`config.mk`:
```
export PLATFORM = sky130hd
export DESIGN_NAME = input_debounce_filter
export DESIGN_NICKNAME = d
export VERILOG_FILES = /design/src/rtl/input_debounce_filter.sv
export SDC_FILE = /design/constraint.sdc
export NUM_CORES = 1
export LEC_CHECK = 0
export BUFFER_PORTS_ARGS = -buffer_cell sky130_fd_sc_hd__buf_2
export CORE_ASPECT_RATIO = 1.25
export CORE_MARGIN = 2
export CORE_UTILIZATION = 50
export CTS_CLUSTER_SIZE = 28
export DETAILED_ROUTE_END_ITERATION = 12
export GPL_TIMING_DRIVEN = 0
export PLACE_DENSITY_LB_ADDON = 0.12
export SLEW_MARGIN = 30
export SYNTH_ARGS = -nofsm -noshare
export SYNTH_HDL_FRONTEND = slang
export SYNTH_SLANG_ARGS = --single-unit
export TNS_END_PERCENT = 100
```
`constraint.sdc`:
```
create_clock -name iClk -period 4.9 [get_ports iClk]
set_clock_uncertainty 0.1 [all_clocks]
set_input_delay 0.735 -clock iClk [delete_from_list [all_inputs] [get_ports iClk]]
set_output_delay 0.735 -clock iClk [all_outputs]
set_load 0.03 [all_outputs]
```
`src/rtl/input_debounce_filter.sv`:
```
// input_debounce_filter: synchronizes a raw board input and rejects
// pulses shorter than a programmable number of timebase ticks.
module input_debounce_filter #(
    parameter int unsigned SYNC_STAGES  = 2,
    parameter logic        RST_VALUE    = 1'b1,
    parameter int unsigned GLITCH_CNT_W = 8
) (
    input  logic                    iClk,
    input  logic                    iRst_n,
    input  logic                    iTick,
    input  logic                    iEnable,
    input  logic [15:0]             iDebounce_time,
    input  logic                    iClear_glitch,
    input  logic                    input_sig,
    output logic                    output_sig,
    output logic                    output_busy,
    output logic [GLITCH_CNT_W-1:0] output_glitch_cnt
);

    typedef enum logic {
        ST_STABLE  = 1'b0,
        ST_QUALIFY = 1'b1
    } state_t;

    logic [SYNC_STAGES-1:0]  r_sync;
    state_t                  r_state;
    state_t                  w_state_nxt;
    logic [15:0]             r_cnt;
    logic [15:0]             w_cnt_nxt;
    logic                    r_out;
    logic                    w_out_nxt;
    logic                    w_glitch;
    logic [GLITCH_CNT_W-1:0] r_glitch_cnt;
    logic                    w_s_sync;
    logic                    w_bypass;
    logic [16:0]             w_cnt_inc;
    logic                    w_thresh;

    assign w_s_sync  = r_sync[SYNC_STAGES-1];
    assign w_bypass  = !iEnable || (iDebounce_time == 16'd0);
    assign w_cnt_inc = {1'b0, r_cnt} + 17'd1;
    assign w_thresh  = w_cnt_inc >= {1'b0, iDebounce_time};

    // Metastability chain; only the last stage feeds the filter.
    always_ff @(posedge iClk or negedge iRst_n) begin
        if (!iRst_n) begin
            r_sync <= {SYNC_STAGES{RST_VALUE}};
        end else begin
            r_sync <= {r_sync[SYNC_STAGES-2:0], input_sig};
        end
    end

    // State, tick counter and debounced level registers.
    always_ff @(posedge iClk or negedge iRst_n) begin
        if (!iRst_n) begin
            r_state <= ST_STABLE;
            r_cnt   <= 16'd0;
            r_out   <= RST_VALUE;
        end else begin
            r_state <= w_state_nxt;
            r_cnt   <= w_cnt_nxt;
            r_out   <= w_out_nxt;
        end
    end

    // Next-state: bypass overrides, a return to the old level beats a tick.
    always_comb begin
        w_state_nxt = r_state;
        w_cnt_nxt   = r_cnt;
        w_out_nxt   = r_out;
        w_glitch    = 1'b0;
        if (w_bypass) begin
            w_state_nxt = ST_STABLE;
            w_cnt_nxt   = 16'd0;
            w_out_nxt   = w_s_sync;
        end else begin
            unique case (r_state)
                ST_STABLE: begin
                    if (w_s_sync != r_out) begin
                        w_state_nxt = ST_QUALIFY;
                        w_cnt_nxt   = 16'd0;
                    end
                end
                ST_QUALIFY: begin
                    if (w_s_sync == r_out) begin
                        w_state_nxt = ST_STABLE;
                        w_glitch    = 1'b1;
                    end else if (iTick) begin
                        if (w_thresh) begin
                            w_out_nxt   = w_s_sync;
                            w_state_nxt = ST_STABLE;
                        end else begin
                            w_cnt_nxt = w_cnt_inc[15:0];
                        end
                    end
                end
                default: w_state_nxt = ST_STABLE;
            endcase
        end
    end

    // Saturating count of rejected pulses; clear has priority.
    always_ff @(posedge iClk or negedge iRst_n) begin
        if (!iRst_n) begin
            r_glitch_cnt <= '0;
        end else if (iClear_glitch) begin
            r_glitch_cnt <= '0;
        end else if (w_glitch && !(&r_glitch_cnt)) begin
            r_glitch_cnt <= r_glitch_cnt + GLITCH_CNT_W'(1);
        end
    end

    assign output_sig        = r_out;
    assign output_busy       = (r_state == ST_QUALIFY);
    assign output_glitch_cnt = r_glitch_cnt;

endmodule

```
-- Word-level counts from Yosys, hierarchy flattened
Index checks and enable logic that the tools add are counted.
- register bits after elaboration: 28
- bits in latches: 0
- bits in writable memories: 0
- memory bits (read-only): 0
- input port bits: 22
- output and inout bits: 10
- logic and storage cells: 50
- memories: 0
- add/sub/neg operators: 2
- multiply operators: 0
- divide/modulo/power cells: 0
- $lt $le $gt $ge: 1
- equality and inequality tests: 7
- shift-type cells: 0
- muxes and demuxes: 22
- bitwise gates (word level): 1
- reduce and logical (&&, ||, !) cells: 12
- operators by type and width (operator ; number):
    two-way mux 16 bit ; 5
    one-hot mux 16 bit (2 select lines) ; 1
    adder 16 x 1 -> 17 bit, second input constant ; 1
    greater-or-equal comparator 17 x 16 -> 1 bit ; 1
    logical NOT 16 bit ; 1
    two-way mux 8 bit ; 2
    two-way mux 1 bit ; 13
    inequality test 3 bit, second input constant ; 3
    adder 8 x 1 -> 8 bit, second input constant ; 1
    AND reduction 4 bit ; 2
    AND reduction 8 bit ; 1
    nonzero test 2 bit ; 4
    inequality test 3 x 2 -> 1 bit, second input constant ; 1
    logical NOT 1 bit ; 2
    inequality test 2 bit, second input constant ; 1
    one-hot mux 1 bit (2 select lines) ; 1
    equality test 1 bit ; 1
    logical AND 1 bit ; 1
    logical OR 1 bit ; 1
    inequality test 1 bit ; 1
    inverter 1 bit ; 1

-- Logic depth before layout (Yosys ltp)
- depth in word-level cells: 7
- mapped depth: 14

-- Worst setup path before layout
No wires, ideal clock.
- path kind: register -> register
- start: reg r_cnt[0]
- end: reg r_cnt[3]
- library setup time: 0.069 ns
- arrival time: 3.170 ns
- path slack: 1.561 ns
- stages on the path, launching flop included: 14
- buffers on the path: 1
- clock period less this slack: 3.339 ns
- cell sequence: dfrtp_1 -> ha_1 -> nand3_1 -> nor4_2 -> nand3_1 -> xnor2_1 -> ha_1 -> a21o_1 -> a211oi_1 -> a21boi_0 -> nand4_1 -> clkbuf_2 -> or4_1 -> nand3_1
- cells in the longest elaborated chain, start to end: 6
- elaborated cells between the ends (all ways): 9
- classes of those cells: add/sub: 1; order compare: 1; eq/ne: 1; mux: 5; reduce/logical: 1
- RTL lines (element ; line ; text):
    start, declared ; 28 ; logic [15:0] r_cnt;
    start signal, assigned ; 61 ; r_cnt <= w_cnt_nxt;
    adder 16 x 1 -> 17 bit * ; 41 ; assign w_cnt_inc = {1'b0, r_cnt} + 17'd1;
    branches (longest 5 deep; another with greater-or-equal comparator 17 x 16 -> 1 bit) ; -- ;
Mark *: on every way between the ends. The select of a mux whose other input is x is not followed.
A chain may end at the register's enable or synchronous reset.

-- Worst setup path after layout
- start: reg r_cnt[0]
- end: reg r_cnt[0]
Same word-level chain as after synthesis.

==> run summary <==
outcome = finished clean
clock latency on the worst-skew pair = 270 ps
Nets = 310
synth top area cells = dfrtp_1 (30%), ha_1 (11%), xor2_1 (5.0%)
DPL Wire Length = 3592 um
Warnings, synthesis = 0
Post-DP Area = 0.002316 mm^2
count leader, synth = dfrtp_1
DR WL/cell = 13.83 um
max incr delay on CP = 500 ps
DRC = 0
crit path max fanout = 10
Critical Path Start Type = flop
Slew Viols, Final = 0
GR Layer Usage met1 = 27.91%
n_diodes = 0
filler cell count = 393
Max Cap Viol = 0
R2R Setup Slk = 810 ps
max_slew headroom = 59.28%
setup violators final = 0
total track usage = 21.06%
Hold-fix buffers, CTS = 0
pwr dens = 181.7 mW/mm^2
Top Family by Delay on Critical Path = simple AND/OR/NAND/NOR gates
CTS tree = done
RSZ-0062 raised after global routing = false
worst min path class = flop to flop
post-synthesis sequential area ratio = 33.61%
dominant cell type by area after synthesis = dfrtp_1
WL final = 4496 um
VDD IR max = 177.6 uV
critical path arrival = 4200 ps
die area = 0.004729 mm^2
total design power = 0.4291 mW
Final Hold Vio Count = 0
Top-Level Pins = 32
Crit Path Category = flop to flop
initial core utilization = 51.54%
part of the cycle the worst path needs = 83.46%
Crit-path slowest cell = nor4_2
global-route track usage on met2 = 33.79%
met3 Use GR = 2.207%
total core area = 0.004066 mm^2
leakage power = 1.237 nW
vias in the first global route = 1802
Fin Setup TNS = 0 ps
largest net degree at the start of global routing = 29
Seq cells post-synth = 28
synthesized net count = 275
clock tree buffer depth = 2
# clock sinks = 28
top post-synthesis cells by count = dfrtp_1 (25), nand2_1 (23), inv_1 (19), ha_1 (18), nand3_1 (18)
Worst-path clk slew = 90 ps
worst-margin pin slew = 610.8 ps
antenna violations before repair = 0
final RePlAce weighted congestion = 0.8019
CTS buffer count = 3
quantity of gates resized following cts = 0
synthesized cell area = 0.002096 mm^2
CP bufs+invs = 1
register area = 704.4 um^2
FFs w/ async S/R, synth = 100.0%
remaining antenna violation count = 0
Root Buffer = clkbuf_8
fin crit period = 4090 ps
Core Rows = 26
Fmax achieved = 0.2445 GHz
design area = 0.002361 mm^2
average size of a mapped cell = 8.918 um^2
first-pass GRT wire length = 7741 um
H-tree depth = 1
Initial DRC Count = 42
top_reg_cell synth = dfrtp_1
Die Wd = 61.91 um
GRT overflow = 0
crit path capture type = flop
Yosys top cell area share = 29.85%
Vias per Instance = 5.686
Port Buf Inserts = 30
Syn Inst Count = 235
Worst Path Required = 5010 ps
Most Used Layer, Global Route = met2
Die Ht = 76.39 um
Vias = 1848
share of post-route cells with drive strength above 1 = 18.96%
worst path cell trace = ha_1, nand3_1, nor4_2, nand3_1, xnor2_1, ha_1, a21o_1, a211oi_1, a21boi_0, nand4_1, clkbuf_2, nor2_1, mux2_4
Setup Fix Bufs, Post-CTS = 0
Multi-input gate area = 0.001264 mm^2
post-synthesis cell type count = 45
Area Growth Syn to Fin = 12.66%
drt first pass iters = 4
number of synthesized flops with an enable pin = 0
[worst paths after layout]
kind / start / endpoint / cells after the start
min in group asynchronous: iRst_n / output_glitch_cnt[4]$_DFFE_PN0P_ / 1
worst max register to register: r_cnt[0]$_DFFE_PN0P_ / r_cnt[0]$_DFFE_PN0P_ / 13
worst min register to register: r_sync[0]$_DFF_PN1_ / r_sync[1]$_DFF_PN1_ / 0
worst max-delay path: r_cnt[0]$_DFFE_PN0P_ / r_cnt[0]$_DFFE_PN0P_ / 13
worst min-delay path: r_sync[0]$_DFF_PN1_ / r_sync[1]$_DFF_PN1_ / 0
max in group asynchronous: iRst_n / r_cnt[7]$_DFFE_PN0P_ / 1
[state kept, by name (all words and copies together) (netlist names)]
| register | flops |
|---|---|
| output_busy | 1 |
| output_glitch_cnt | 8 |
| output_sig | 1 |
| r_cnt | 16 |
| r_sync | 2 |
[logic make-up (layout without fill, tap and decap cells)]
| logic type | Yosys count | in the layout | synth area share (%) |
|---|---|---|---|
| muxes | 4 | 4 | 2.209 |
| DFF | 28 | 28 | 33.61 |
| buffers and inverters | 30 | 64 | 6.089 |
| adders and majority gates | 18 | 18 | 10.75 |
| and+or+nand+nor | 98 | 98 | 24.84 |
| xor gates and xnor gates | 22 | 22 | 9.194 |
| AOI/OAI and AO/OA | 35 | 35 | 13.31 |
[power breakdown]
| part | internal (mW) | switching [mW] | leakage, nW |
|---|---|---|---|
| Combinational | 0.0239 | 0.0408 | 0.835 |
| Sequential | 0.236 | 0.00354 | 0.380 |
| Clock | 0.0582 | 0.0670 | 0.0228 |
[cells in the final DEF, fill, tap and decap left out, types with 2 or more instances in the layout]
cell type and count:
buf_2 35, inv_1 19, nor2_1 16, o21ai_0 2
xor2_1 12, clkbuf_1 4, nand3_1 18, mux2i_1 2
dfrtp_1 25, or4_1 9, clkbuf_8 3, a22o_1 5
nand2_1 23, o211ai_1 8, or4_4 2, a21oi_1 7
dfstp_2 3, nor3_1 4, ha_1 18, nand4_1 10
and3_1 8, xnor2_1 10, a21boi_0 2, a21o_1 2
[routing by layer]
metal | vias to the layer above | share of wire [%] | routed length (um)
met4 | 0 | 2.0 | 89
li1 | 916 | - | -
met1 | 869 | 43 | 1946
met2 | 55 | 50 | 2247
met3 | 8 | 4.7 | 213
met5 | - | 0 | 0
[through the flow]
step | hold WS [ps] | utilization (%) | cells | worst slack [ps]
2_1_floorplan | 245.2 | - | 235 | 1561
3_3_place_gp | 249.3 | 56.95 | 321 | 917.0
3_5_place_dp | 248.7 | 56.95 | 321 | 893.6
4_1_cts | 266.2 | 58.06 | 325 | 838.6
5_1_grt | 269.0 | 58.06 | 325 | 517.5
6_report | 264.4 | 58.06 | 325 | 810.3
[cell type report]
type                       count  area share (%)
inverter                      19           3.021
clock buffer                   4           1.908
multi-input combinational    177           53.52
timing repair buffer          30           6.359
sequential                    28           29.84
tap                           56           2.968
buffer                        11           2.385
[worst register-to-register path: stages (launching register included)]
cell	delay, ps
dfrtp_1	450
ha_1	260
nand3_1	230
nor4_2	500
nand3_1	150
xnor2_1	250
ha_1	300
a21o_1	200
a211oi_1	240
a21boi_0	220
nand4_1	170
clkbuf_2	240
nor2_1	480
mux2_4	250
No activity file was read; power rests on OpenSTA's default activity.
